**src/rtl/computer_player.sv**
```systemverilog
// Automated tug-of-war opponent: LFSR-driven key presses whose
// average rate scales with the 3-bit difficulty input.
module computer_player #(
   parameter int TICK_DIV = 50_000_000 / 8,
   parameter int HOLDOFF  = 4
) (
   input  logic       clk,
   input  logic       reset,
   input  logic       enable,
   input  logic [2:0] difficulty,
   output logic       press,
   output logic [9:0] rand_out
);

   localparam int TW = (TICK_DIV > 1) ? $clog2(TICK_DIV) : 1;
   localparam int HW = (HOLDOFF > 1) ? $clog2(HOLDOFF) : 1;
   localparam logic [TW-1:0] TICK_LAST = TW'(TICK_DIV - 1);
   localparam logic [HW-1:0] HOLD_LOAD = HW'(HOLDOFF - 1);

   typedef enum logic [1:0] {IDLE, WAIT, PRESS, HOLD} state_t;

   state_t        state, state_n;
   logic [TW-1:0] tick_cnt;
   logic [HW-1:0] hold_cnt, hold_cnt_n;
   logic [9:0]    q, thr;
   logic          tick, hit, press_n;

   assign tick     = (tick_cnt == TICK_LAST);
   assign thr      = {{1'b0, difficulty} + 4'd1, 6'b0};
   assign hit      = tick && (q < thr);
   assign rand_out = q;

   always_ff @(posedge clk or posedge reset) begin
      if (reset)
         tick_cnt <= '0;
      else if (tick)
         tick_cnt <= '0;
      else
         tick_cnt <= tick_cnt + 1'b1;
   end

   // XNOR feedback: all-zero start is legal, all-ones is the lock-up state
   always_ff @(posedge clk or posedge reset) begin
      if (reset)
         q <= '0;
      else
         q <= {q[8:0], ~(q[9] ^ q[6])};
   end

   always_ff @(posedge clk or posedge reset) begin
      if (reset) begin
         state    <= IDLE;
         hold_cnt <= '0;
         press    <= 1'b0;
      end else begin
         state    <= state_n;
         hold_cnt <= hold_cnt_n;
         press    <= press_n;
      end
   end

   always_comb begin
      state_n    = state;
      hold_cnt_n = hold_cnt;
      unique case (state)
         IDLE: begin
            if (enable)
               state_n = WAIT;
         end
         WAIT: begin
            if (!enable)
               state_n = IDLE;
            else if (hit)
               state_n = PRESS;
         end
         PRESS: begin
            if (!enable) begin
               state_n = IDLE;
            end else begin
               state_n    = HOLD;
               hold_cnt_n = HOLD_LOAD;
            end
         end
         HOLD: begin
            if (!enable)
               state_n = IDLE;
            else if (hold_cnt == '0)
               state_n = WAIT;
            else
               hold_cnt_n = hold_cnt - 1'b1;
         end
         default: state_n = IDLE;
      endcase
      // press mirrors a dedicated flop so the pin never sees decode logic
      press_n = (state_n == PRESS);
   end

endmodule

```
**config.mk**
```make
export PLATFORM = sky130hd
export DESIGN_NAME = computer_player
export DESIGN_NICKNAME = d
export VERILOG_FILES = /design/src/rtl/computer_player.sv
export SDC_FILE = /design/constraint.sdc
export NUM_CORES = 1
export LEC_CHECK = 0
export BUFFER_PORTS_ARGS = -buffer_cell sky130_fd_sc_hd__buf_2
export CAP_MARGIN = 15
export CORE_AREA = 3 3 45 78
export CTS_BUF_LIST = sky130_fd_sc_hd__clkbuf_8 sky130_fd_sc_hd__clkbuf_16
export DETAILED_ROUTE_END_ITERATION = 10
export DIE_AREA = 0 0 48 81
export PLACE_DENSITY = 0.78
export SYNTH_ARGS = -nofsm -noshare
export SYNTH_HDL_FRONTEND = slang
export SYNTH_SLANG_ARGS = --single-unit
export TNS_END_PERCENT = 100
```
**constraint.sdc**
```tcl
create_clock -name clk -period 2.86 [get_ports clk]
set_clock_uncertainty 0.2 [all_clocks]
set_input_delay 0 -clock clk [delete_from_list [all_inputs] [get_ports clk]]
set_output_delay 0 -clock clk [all_outputs]
set_load 0.02 [all_outputs]
```
==> impl_metrics.yaml <==
status:
  outcome: "finished clean"
power:
  power.total_mw: 1.01
  power_switching_mw: 0.201
  power_frac_seq_pct: 53.5
  internal_power_mw: 0.806
  p_clk_share_pct: 43.5
  pwr_density_cell_nw_per_um2: 507
  p_leak_nw: 0.920
  combPwrFrac_pct: 3.1
  swShare_pct: 20.0
  vdd_drop_max_mv: 0.360
floorplanning:
  chipWidth_um: 48
  dieArea_um2: 3890
  start_util_pct: 59.4
  rows: 26
  design.core.area_um2: 2930
  die_h_um: 81
  pin_count: 17
global_route:
  grt_pass1_wl_um: 5840
  grt_pass1_vias: 1337
  grt.total_usage_pct: 21.4
  grt_max_degree: 22
  overflow: 0
  grt_antenna_before_repair: 0
worst_setup_path:
  arrival_ns: 2.11
  critical_path_class: "reg2reg"
  r2r-start: "tick_cnt[6]$_DFF_PP0_"
  cp-end-kind: "flop"
  critPathMaxFanout: 13
  critPathRequiredTime_ns: 2.82
  reg2reg_depth: 5
  r2r_slack_ns: 0.72
  timing.rr.end: "tick_cnt[19]$_DFF_PP0_"
  startpoint_type: "flop"
yosys:
  synth-adder-area-share_pct: 4.31
  syn_inst: 161
  syn_area_per_cell_um2: 10.8
  synth_top_family_by_area: "simple AND/OR/NAND/NOR gates"
  synth_xor_area_share_pct: 8.55
  synth_compound_area_share_pct: 6.69
  synthMuxAreaShare_pct: 0
  yosysUniqueCellTypes: 29
  ys_ff_latch: 38
  synthSimpleGateAreaFrac_pct: 23.0
  synthesis.area_um2: 1740
  syn_nets: 173
  ys_warn_count: 0
  synth_seq_area_share_pct: 54.6
sta:
  fin_hold_ws_ns: 0.101
  finalSetupTns_ns: 0
  tightestPinTransition_ns: 0.763
  finalCriticalPeriod_ns: 2.14
  fmax_mhz: 466
  rsz0062_at_grt: "no"
  min_period_over_period_pct: 75.0
  slew_headroom_pct: 49.1
  drv_slew: 0
  hold_viol: 0
  finalSetupViolations: 0
clock_network:
  postCtsSetupRepairBufs: 0
  htree_levels: 2
  clk_pin_slew_worst_paths_ns: 0.07
  cts_inserted_buffers: 5
  cts_max_path_buffers: 2
  clk_latency_ns: 0.29
  cts.sinks: 38
  ctsResizeCount: 0
  cts_root_buf: "clkbuf_8"
  cts_tree: "done"
route:
  firstDrtPassIters: 4
  vias_per_cell: 6.08
  drtIter0Drc: 33
  drc_errors: 0
  wl_per_cell_um: 15.9
  antenna_left: 0
  num_vias: 1302
  totalWireLength_um: 3400
finish:
  drive_gt1_share_pct: 16.1
  multi_input_area_um2: 741
  stdcell_area_um2: 1990
  antenna_cells: 0
  final_nets: 197
  seq_area_um2: 951
  layout_common_cells: "dfrtp_1, buf_2, nor2_1"
  synthToLayoutAreaGrowth_pct: 14.2
  fin_cells: 214
  fill_cells: 232
  final_common_cell: "dfrtp_1"
worst_hold_path:
  holdPathEnd: "state[0]$_DFF_PP0_"
  hold_path_class: "in2reg"
  holdPathStages: 5
  hold_path_startpoint: "difficulty[0]"
placement:
  dpl_cell_area_um2: 1860
  place.gp.congestion: 0.834
  dp_hpwl_um: 2480
  dp_cells: 204
  portBuffers: 16
run:
  drv_cap: 0
[metrics by stage]
step / utilization [%] / setup slack [ns]
2_1_floorplan: - / 0.934
3_3_place_gp: 63.5 / 0.879
3_5_place_dp: 63.5 / 0.830
4_1_cts: 67.9 / 0.741
5_1_grt: 67.9 / 0.642
6_report: 67.9 / 0.716
[cells by family (layout without fill, tap and decap cells)]
| family | after synthesis | count (layout) |
|---|---|---|
| AND/OR/NAND/NOR | 70 | 70 |
| flip-flops | 38 | 38 |
| AO/OA/AOI/OAI | 18 | 18 |
| XOR/XNOR | 17 | 17 |
| buffers and inverters | 12 | 37 |
| adder cells (fa/ha/maj) | 6 | 6 |
[cell usage after synthesis (all sizes together)]
master | instances | area share [%]
or4 | 5 | 2.2
o31ai | 3 | 1.3
nand3 | 10 | 2.9
nor4 | 4 | 1.4
and4 | 2 | 1.0
inv | 8 | 1.7
xnor2 | 10 | 5.0
a22o | 1 | 0.50
o221ai | 2 | 1.0
a21oi | 5 | 1.4
nand2 | 12 | 2.6
nor3 | 4 | 1.2
o21ai | 3 | 0.86
buf | 3 | 0.86
dfrtp | 38 | 55
a22oi | 1 | 0.43
nor2b | 2 | 0.72
xor2 | 7 | 3.5
nor4b | 2 | 1.0
ha | 6 | 4.3
nand4 | 7 | 4.2
a31oi | 2 | 0.72
and3 | 1 | 0.43
or3 | 3 | 1.1
nor2 | 15 | 3.2
o21a | 1 | 0.43
clkbuf | 1 | 0.22
and2 | 3 | 1.1
[cell type report]
| class | instances | area share [%] |
|---|---|---|
| sequential | 38 | 47.8 |
| tap | 28 | 1.76 |
| inverter | 8 | 1.51 |
| clock buffer | 5 | 3.46 |
| timing repair buffer | 21 | 6.17 |
| multi-input combinational | 111 | 37.3 |
| clock inverter | 3 | 2.01 |
[repair_timing]
action	CTS	global route
hold buffers	2	0
endpoints found under the hold margin	24	0
endpoints found under the setup margin	0	0
[worst max-delay path by stage]
| stage | to | slack (ns) | start |
|---|---|---|---|
| global route | press$_DFF_PP0_ | 0.64 | tick_cnt[6]$_DFF_PP0_ |
| detailed placement | tick_cnt[16]$_DFF_PP0_ | 0.83 | tick_cnt[6]$_DFF_PP0_ |
| finish | tick_cnt[19]$_DFF_PP0_ | 0.72 | tick_cnt[6]$_DFF_PP0_ |
| CTS | tick_cnt[16]$_DFF_PP0_ | 0.74 | tick_cnt[6]$_DFF_PP0_ |
| global placement | tick_cnt[22]$_DFF_PP0_ | 0.88 | tick_cnt[0]$_DFF_PP0_ |
| floorplan | tick_cnt[22]$_DFF_PP0_ | 0.93 | tick_cnt[0]$_DFF_PP0_ |
[flip-flops by register name (all words and copies together), names as in the netlist]
signal,flops
press,1
hold_cnt,2
rand_out,10
tick_cnt,23
state,2
[worst max-delay path: stages, from the launching register on]
cell and delay [ns]:
dfrtp_1 0.47, nor4b_1 0.58, nand2_1 0.21, nor3_1 0.26, buf_4 0.24, a21oi_1 0.06
[power groups by stage]
stage               Clock [mW]  Sequential, mW  Combinational (mW)
global route             0.472           0.538              0.0362
floorplan                    0           0.549              0.0172
finish                   0.438           0.539              0.0308
detailed placement           0           0.549              0.0296
global placement             0           0.549              0.0272
CTS                      0.450           0.538              0.0319
[per-layer routing]
layer	track usage (%)	vias to the layer above	routed length [µm]
met4	9.43	0	61
met5	0	-	0
li1	-	622	-
met2	37.1	21	1940
met1	22.1	654	1310
met3	6.87	5	86
No activity file was read; power rests on OpenSTA's default activity.
